## src/rtl/sprite_draw_pkg.sv

```systemverilog
// Shared geometry, tile ids, FSM states and command bundle for the sprite blitter.
// Horizontal mirroring is built only when BLIT_FLIP_EN is defined.
package sprite_draw_pkg;

  localparam int SCREEN_WIDTH  = 320;
  localparam int SCREEN_HEIGHT = 180;
  localparam int SPRITE_SIZE   = 32;
  localparam int SPRITE_NUM    = 8;

  localparam int SIZE_W  = $clog2(SPRITE_SIZE);
  localparam int SPR_W   = 3;
  localparam int COORD_W = 10;
  localparam int SUM_W   = COORD_W + 1;

  localparam logic [SPR_W-1:0] BG    = 3'd0;
  localparam logic [SPR_W-1:0] BL    = 3'd1;
  localparam logic [SPR_W-1:0] FH    = 3'd2;
  localparam logic [SPR_W-1:0] WH    = 3'd3;
  localparam logic [SPR_W-1:0] HD    = 3'd4;
  localparam logic [SPR_W-1:0] SEL   = 3'd5;
  localparam logic [SPR_W-1:0] MODE  = 3'd6;
  localparam logic [SPR_W-1:0] PAUSE = 3'd7;

  typedef enum logic [1:0] {
    IDLE,
    RUN,
    FLUSH
  } blit_state_t;

  typedef struct packed {
    logic [SPR_W-1:0]   sprite;
    logic [COORD_W-1:0] x;
    logic [COORD_W-1:0] y;
    logic               flip;
  } blit_cmd_t;

endpackage

```

## src/rtl/blit_addr_gen.sv

```systemverilog
// Tile walker: latches a command, steps row/col (col fastest) and
// derives sprite-ROM address, VRAM address and the per-pixel draw enable.
module blit_addr_gen
  import sprite_draw_pkg::*;
#(
  parameter int VRAM_A_WIDTH      = 16,
  parameter int SPRITEBUF_A_WIDTH = 15
) (
  input  logic                         CLK,
  input  logic                         rst,
  input  logic                         load,
  input  logic                         step,
  input  blit_cmd_t                    cmd,
  output logic [SPRITEBUF_A_WIDTH-1:0] address_s,
  output logic [VRAM_A_WIDTH-1:0]      address_screen,
  output logic                         pix_on,
  output logic                         last
);

  localparam int PIX_W = 2 * SIZE_W;
  localparam logic [PIX_W-1:0] PIX_ONE = {{(PIX_W-1){1'b0}}, 1'b1};

  logic [SPR_W-1:0]   sprite_q;
  logic [COORD_W-1:0] x_q;
  logic [COORD_W-1:0] y_q;
  logic [PIX_W-1:0]   pix;
  logic [SIZE_W-1:0]  row;
  logic [SIZE_W-1:0]  col;
  logic [SIZE_W-1:0]  col_s;
  logic [SUM_W-1:0]   xs;
  logic [SUM_W-1:0]   ys;
  logic               clip;
  logic               tile_ok;

  always_ff @(posedge CLK or negedge rst) begin
    if (!rst) begin
      sprite_q <= '0;
      x_q      <= '0;
      y_q      <= '0;
      pix      <= '0;
    end else if (load) begin
      sprite_q <= cmd.sprite;
      x_q      <= cmd.x;
      y_q      <= cmd.y;
      pix      <= '0;
    end else if (step) begin
      pix <= pix + PIX_ONE;
    end
  end

`ifdef BLIT_FLIP_EN
  logic flip_q;

  always_ff @(posedge CLK or negedge rst) begin
    if (!rst)
      flip_q <= 1'b0;
    else if (load)
      flip_q <= cmd.flip;
  end

  // SIZE-1-col is a bitwise invert for a power-of-two tile
  assign col_s = flip_q ? ~col : col;
`else
  logic unused_flip;

  assign unused_flip = cmd.flip;
  assign col_s       = col;
`endif

  assign row = pix[PIX_W-1:SIZE_W];
  assign col = pix[SIZE_W-1:0];
  assign last = &pix;

  assign xs = SUM_W'(x_q) + SUM_W'(col);
  assign ys = SUM_W'(y_q) + SUM_W'(row);

  assign clip = (32'(xs) >= SCREEN_WIDTH) |
                (32'(ys) >= SCREEN_HEIGHT);
  assign tile_ok = 32'(sprite_q) < SPRITE_NUM;
  assign pix_on = tile_ok & ~clip;

  assign address_s = SPRITEBUF_A_WIDTH'(
    32'(sprite_q) * SPRITE_SIZE * SPRITE_SIZE +
    32'(row) * SPRITE_SIZE + 32'(col_s));

  assign address_screen = VRAM_A_WIDTH'(
    32'(ys) * SCREEN_WIDTH + 32'(xs));

endmodule

```

## src/rtl/sprite_blit_engine.sv

```systemverilog
// Sprite blitter top: command handshake, IDLE/RUN/FLUSH control and the
// one-cycle VRAM strobe pipeline. Mirroring enabled by BLIT_FLIP_EN.
module sprite_blit_engine
  import sprite_draw_pkg::*;
#(
  parameter int VRAM_A_WIDTH      = 16,
  parameter int SPRITEBUF_A_WIDTH = 15
) (
  input  logic                         CLK,
  input  logic                         rst,
  input  logic                         i_cmd_valid,
  output logic                         o_cmd_ready,
  input  logic [SPR_W-1:0]             i_cmd_sprite,
  input  logic [COORD_W-1:0]           i_cmd_x,
  input  logic [COORD_W-1:0]           i_cmd_y,
  input  logic                         i_cmd_flip,
  input  logic                         i_abort,
  output logic [SPRITEBUF_A_WIDTH-1:0] o_address_s,
  output logic [VRAM_A_WIDTH-1:0]      o_address_screen,
  output logic                         o_is_layer_drawing,
  output logic                         o_busy,
  output logic                         o_done
);

  blit_state_t             state;
  blit_cmd_t               cmd;
  logic                    accept;
  logic                    run;
  logic                    pix_on;
  logic                    last;
  logic [VRAM_A_WIDTH-1:0] scr_addr;

  assign cmd = '{
    sprite: i_cmd_sprite,
    x:      i_cmd_x,
    y:      i_cmd_y,
    flip:   i_cmd_flip
  };

  assign accept = (state == IDLE) & i_cmd_valid &
                  o_cmd_ready & ~i_abort;
  assign run = (state == RUN);

  blit_addr_gen #(
    .VRAM_A_WIDTH      (VRAM_A_WIDTH),
    .SPRITEBUF_A_WIDTH (SPRITEBUF_A_WIDTH)
  ) u_addr (
    .CLK            (CLK),
    .rst            (rst),
    .load           (accept),
    .step           (run),
    .cmd            (cmd),
    .address_s      (o_address_s),
    .address_screen (scr_addr),
    .pix_on         (pix_on),
    .last           (last)
  );

  always_ff @(posedge CLK or negedge rst) begin
    if (!rst) begin
      state              <= IDLE;
      o_cmd_ready        <= 1'b1;
      o_busy             <= 1'b0;
      o_done             <= 1'b0;
      o_is_layer_drawing <= 1'b0;
      o_address_screen   <= '0;
    end else begin
      o_done             <= 1'b0;
      o_is_layer_drawing <= 1'b0;
      if (i_abort) begin
        state       <= IDLE;
        o_cmd_ready <= 1'b1;
        o_busy      <= 1'b0;
      end else begin
        unique case (state)
          IDLE: begin
            if (accept) begin
              state       <= RUN;
              o_cmd_ready <= 1'b0;
              o_busy      <= 1'b1;
            end
          end
          RUN: begin
            // clipped pixels leave the VRAM address where it was
            if (pix_on) begin
              o_is_layer_drawing <= 1'b1;
              o_address_screen   <= scr_addr;
            end
            if (last) begin
              state  <= FLUSH;
              o_done <= 1'b1;
            end
          end
          FLUSH: begin
            state       <= IDLE;
            o_cmd_ready <= 1'b1;
            o_busy      <= 1'b0;
          end
          default: begin
            state       <= IDLE;
            o_cmd_ready <= 1'b1;
            o_busy      <= 1'b0;
          end
        endcase
      end
    end
  end

endmodule

```

## config.mk

```make
export PLATFORM = sky130hd
export DESIGN_NAME = sprite_blit_engine
export DESIGN_NICKNAME = d
export VERILOG_FILES = /design/src/rtl/sprite_draw_pkg.sv /design/src/rtl/blit_addr_gen.sv /design/src/rtl/sprite_blit_engine.sv
export SDC_FILE = /design/constraint.sdc
export NUM_CORES = 1
export LEC_CHECK = 0
export ABC_AREA = 1
export CAP_MARGIN = 20
export CORE_UTILIZATION = 30
export CTS_CLUSTER_DIAMETER = 50
export DETAILED_ROUTE_END_ITERATION = 12
export PLACE_DENSITY = 0.47
export RECOVER_POWER = 100
export SETUP_SLACK_MARGIN = 0.2
export SLEW_MARGIN = 40
export SYNTH_ARGS = -nofsm -noshare
export SYNTH_HDL_FRONTEND = slang
export SYNTH_SLANG_ARGS = --single-unit
```

## constraint.sdc

```tcl
create_clock -name CLK -period 6.5 [get_ports CLK]
set_input_delay 1.3 -clock CLK [delete_from_list [all_inputs] [get_ports CLK]]
set_output_delay 1.3 -clock CLK [all_outputs]
set_load 0.05 [all_outputs]
```

# Word-level counts from Yosys, hierarchy flattened
# Cells that the tools add are included.
word_totals:
  mem_bits_ro: 0
  latchBits: 0
  mem_count: 0
  elab_cells: 53
  ram_bits: 0
  ff_bits: 55
classes:
  n_eq_ne: 4
  n_addsub: 6
  shift: 0
  n_reduce_logical: 6
  mux: 18
  bitwise: 6
  div_mod_pow: 0
  n_mul: 1
  n_lt_le_gt_ge: 2
op_table:
  columns: ["op", "count"]
  rows:
  - ["10-bit by 5-bit adder with 11-bit output", 2]
  - ["10-bit two-way mux", 2]
  - ["16-bit by 11-bit adder with 16-bit output", 1]
  - ["15-bit by 5-bit adder with 15-bit output", 1]
  - ["13-bit by 10-bit adder with 14-bit output", 1]
  - ["11-bit by 8-bit >= comparator with 1-bit output (second input constant)", 1]
  - ["11-bit by 9-bit >= comparator with 1-bit output (second input constant)", 1]
  - ["11-bit by 3-bit multiplier with 10-bit output (second input constant)", 1]
  - ["10-bit by 1-bit adder with 10-bit output (second input constant)", 1]
  - ["1-bit two-way mux", 10]
  - ["10-bit AND reduction", 1]
  - ["2-bit two-way mux", 3]
  - ["1-bit case mux with 2 select lines", 2]
  - ["2-bit case mux with 2 select lines", 1]
  - ["2-bit AND reduction", 2]
  - ["1-bit bitwise AND", 3]
  - ["3-bit by 2-bit inequality test with 1-bit output (second input constant)", 1]
  - ["3-bit inequality test (second input constant)", 1]
  - ["3-bit AND reduction", 1]
  - ["2-bit by 1-bit equality test with 1-bit output (second input constant)", 1]
  - ["2-bit zero test", 1]
  - ["2-bit inequality test (second input constant)", 1]
  - ["1-bit NOT", 2]
  - ["2-bit nonzero test", 1]
  - ["1-bit bitwise OR", 1]

# Depth between registers and ports, before layout
logic_depth:
  ltp_word: 7
  ltp_mapped: 26
  depth_no_buf: 26

# Hierarchy
# A second synthesis with hierarchy kept.
hier_totals:
  cells_unflattened: 509
  area_unflattened_um2: 3772.4
modules_own_cells:
  columns: ["module", "cells_each", "seq_area_each_um2", "area_per_inst_um2", "n_inst"]
  rows:
  - ["blit_addr_gen", 413, 825.8, 2845.2, 1]
  - ["sprite_blit_engine", 96, 551.8, 927.1, 1]

# Least setup slack after synthesis
# No wires, ideal clock.
synth_path:
  kind: "register -> register"
  startpoint: "reg u_addr.pix[5]"
  endpoint: "reg o_address_screen[15]"
  path_buffers: 0
  setup_slack_ns: 2.728
  stages_incl_launch_ff: 26
  t_required_ns: 6.380
  arrival_time_ns: 3.651
  period_less_slack_ns: 3.772
  setup_ns: 0.120
  cell_sequence: "dfrtp_1 ha_1 inv_1 fa_1 inv_1 nand3_1 nand2_1 nand2_1 nand2_2 nor2_1 nor2_1 inv_1 fa_1 inv_1 ha_1 nand2_1 nor2_1 nand2_1 nand4_1 nand2_1 nor2_1 nand3_1 inv_1 nand2_1 nand3_1 nand2_1"
synth_via:
  elab_chain_cells: 5
  word_cells_on_any_way: 7
synth_lines:
  columns: ["element", "line", "source"]
  rows:
  - ["from (decl)", "blit_addr_gen.sv:26", "logic [PIX_W-1:0] pix;"]
  - ["from (signal assigned)", "blit_addr_gen.sv:47", "pix <= pix + PIX_ONE;"]
  - ["10-bit by 5-bit adder with 11-bit output (*)", "blit_addr_gen.sv:75", "assign ys = SUM_W'(y_q) + SUM_W'(row);"]
  - ["parallel branches: the longest is 4 deep, another holds 16-bit by 11-bit adder with 16-bit output", null, null]
  - ["to (signal assigned)", "sprite_blit_engine.sv:87", "o_address_screen <= scr_addr;"]
  - ["to (decl)", "sprite_blit_engine.sv:19", "output logic [VRAM_A_WIDTH-1:0] o_address_screen,"]
# Mark *: on every way between the ends.
# A chain may end at the register's enable or synchronous reset.

# Worst setup path after layout
layout_path:
  startpoint: "in i_abort"
  endpoint: "reg u_addr.pix[1]"
layout_via:
  elab_chain_cells: 3
  word_cells_on_any_way: 4
layout_lines:
  columns: ["element", "line", "source"]
  rows:
  - ["from (decl)", "sprite_blit_engine.sv:17", "input logic i_abort,"]
  - ["1-bit NOT (no source line) (*)", null, null]
  - ["1-bit bitwise AND (*)", "sprite_blit_engine.sv:41", "o_cmd_ready & ~i_abort;"]
  - ["10-bit two-way mux / 2-bit nonzero test (equally long branches)", null, null]
# Every way passes the cells marked *; elsewhere a longest branch is shown, timed or not.

==> key figures <==
Die
  • Die footprint: between 10000 and 15000 um^2
  • Die Y: between 100 and 150 um
  • Core Box Area: between 10000 and 15000 um^2
  • Rows: 40
  • Die width: around 110 um
  • I/O pins: 63
  • Initial core utilization: 31.1%

Placed design
  • Dpl ws: roughly 2700 ps
  • Hpwl dp: 6.89 mm
  • Placed Area: roughly 4500 um^2
  • Global placement routability congestion: between 0.8 and 0.9
  • Buffers on Ports: 59

Worst setup path
  • CP Launch Type: input pin
  • R2r setup slk: 2700 ps
  • Reg2reg end: o_address_screen[15]
  • Worst Path Max Fanout: 39
  • Origin of the critical flop-to-flop path: u_addr.pix[5]
  • Cells on worst reg2reg path: 25
  • Worst EP arrival: between 4000 and 5000 ps
  • Critical path type: in -> reg
  • Worst Path Required: around 6700 ps
  • Critical Path End Type: register

GRT
  • Initial antenna violation count: 0
  • First-pass GRT wire length: 15.5 mm
  • Remaining global-route overflow: 0
  • GRT Total Usage: 14.9%
  • Vias in the first global route: 3365
  • Largest net degree at the start of global routing: 56

Pwr
  • Gate power share: 56.4%
  • Clock network power share: 16.4%
  • Cell-internal power: 1010 uW
  • Switching Fraction: about 47%
  • P per Cell Area: 414 nW/um^2
  • Sw power: around 900 uW
  • Seq pwr share: a little over a quarter
  • Max IR drop VDD: 0.131 mV
  • P_leak: about 0.0025 uW

STA
  • Final worst slack: about 1700 ps
  • Final setup fails: 0
  • Setup TNS: 0 ps
  • Fin. Hold Viols: 0
  • Layout Skew: about 4.8 ps
  • Final period util: 73.8%
  • Minimum clock period after layout: between 4000 and 5000 ps
  • Max frequency: around 210 MHz
  • Rel. slew slack: -98.4%
  • Final Slew Violations: 56
  • Actual slew at the worst max-slew pin: between 2000 and 3000 ps
  • RSZ-0062 raised after global routing: false

Job
  • Max-cap viol count: 2

Layout
  • Area Overhead vs Synth: 23.6%
  • # diodes: 0
  • Most frequent cells in the layout: nand2_1 (189), inv_1 (62), dfrtp_1 (54)
  • Finished Cell Area: 4670 um^2
  • Most common library cell in the layout ignoring fill and taps: nand2_1
  • Nets: roughly 630
  • Layout cell share with drive strength beyond 1: slightly below 6%

Synth
  • Primary FF master, synth: dfrtp_1
  • Sequential area share after synthesis: 36.4%
  • Top cells by area, synth: dfrtp_1 (36%), nand2_1 (19%), ha_1 (8.3%), inv_1 (6.2%), o21ai_0 (4.4%)
  • Synth area leader: dfrtp_1
  • Top-area cell type share of the netlist area: between 30% and 40%
  • Yosys warns: 0
  • Synth Area per Inst: 7.30 um^2
  • Number of synthesized flops with an enable pin: 0
  • Post-synth cell types: 38
  • Post-Syn Area: between 3000 and 4000 um^2
  • Synth Register Bits: 55
  • Mapped Cells: 518
  • Asr flop ratio synth: 100%

Clock network
  • H-tree Lvls: 2
  • Post-CTS Resized: 0
  • Worst-skew pair later-pin latency: ~300 ps
  • CTS root buf: clkbuf_16
  • # clock sinks: 55
  • CTS tree: done
  • CTS Buf Count: 5
  • CTS clk-pin slew, worst paths: around 70 ps
  • Post-CTS setup buffer count: 0
  • Clk buf depth: 2
  • Post-cts hold buffer count: 0

Status
  • Failing checks: capacitance limit, slew limit
  • Status: finished with violations

Detailed routing
  • Via density: between 4 and 5
  • ANT nets after route: 0
  • Vias: around 3.3k
  • Drt drc: 0
  • Total Wirelength: approximately 8.7 mm
  • Initial DRC count: 92
  • Drt first pass iters: 4
  • DR WL/cell: around 12 um

Worst hold path
  • Hold path endpoint: o_cmd_ready
  • Hold path depth: 2
  • Hold Path Origin: o_cmd_ready
  • Worst min path class: reg -> reg
[through the flow]
step / power (uW) / hold WS (ps) / cells / util [%]
2_1_floorplan: 1360 / 446 / 519 / -
3_3_place_gp: 1650 / 459 / 738 / 37.3
3_5_place_dp: 1660 / 463 / 738 / 37.3
4_1_cts: 1990 / 476 / 746 / 38.7
5_1_grt: 2120 / 497 / 746 / 38.4
6_report: 1930 / 470 / 746 / 38.4
[per-layer routing]
metal	global-route usage [%]	wire, um
met1	19.5	4360
met2	24.6	3880
met3	3.12	367
met4	4.24	135
met5	0	0
[how the worst max path moves through the flow]
stage / cells past startpoint / slack [ps] / from / endpoint
after floorplan: 25 / 2730 / u_addr.pix[5] / o_address_screen[15]
after global placement: 12 / 2720 / i_abort / u_addr.pix[1]
after detailed placement: 12 / 2680 / i_abort / u_addr.pix[1]
after CTS: 25 / 2670 / u_addr.pix[5] / o_address_screen[15]
after global routing: 12 / 1120 / i_abort / u_addr.pix[1]
final: 12 / 1710 / i_abort / u_addr.pix[1]
[synthesized netlist by cell type, drive strengths merged, types with 4 or more instances]
cell   number
nand3      34
o21ai      33
nand4       8
a21oi      16
inv        63
ha         25
fa          4
xnor2       6
nor2       33
nand2     200
dfrtp      54
xor2        9
nor3        6
buf         7
[power by group through the flow]
stage	Combinational, uW	Clock, uW	Sequential (uW)
after global routing	1230	340	545
after CTS	1130	330	530
after detailed placement	1120	0	537
after global placement	1120	0	535
final	1090	318	525
after floorplan	626	0	734
[critical path, cell delays in order]
cell           delay [ps]
dlygate4sd3_1         550
nor2_1                160
inv_1                  50
nor2_1                160
inv_1                  90
nor2_2                 70
clkbuf_1             1090
clkinv_1             1000
nand2_1               250
inv_1                  60
a22oi_1               140
inv_1                  60
[state kept, by name, indices dropped and copies added (netlist names)]
signal	cells
u_addr.pix	10
o_done	1
u_addr.y_q	10
state	2
o_is_layer_drawing	1
u_addr.sprite_q	3
u_addr.x_q	10
o_busy	1
o_cmd_ready	1
o_address_screen	16
[area by class of cell]
class / instances / area [um^2]
clock buffer: 6 / 139
clock inverter: 2 / 35.0
fill: 1301 / 7490
inverter: 65 / 244
multi-input combinational: 389 / 2070
sequential: 55 / 1380
tap: 168 / 210
timing repair buffer: 61 / 593
[kinds of logic (layout without fill, tap and decap cells)]
kind of cell             after synthesis  count (layout)  share of synthesized area, %
XOR/XNOR                              15              15                          3.67
AND/OR/NAND/NOR                      287             287                          33.2
AO/OA/AOI/OAI                         56              56                          8.01
adder cells (fa/ha/maj)               29              29                          10.4
flip-flops                            55              55                          36.4
other                                  1               2                        0.0992
buffers and inverters                 75             134                          8.17
Note: power is estimated with default switching activity, not from simulation.
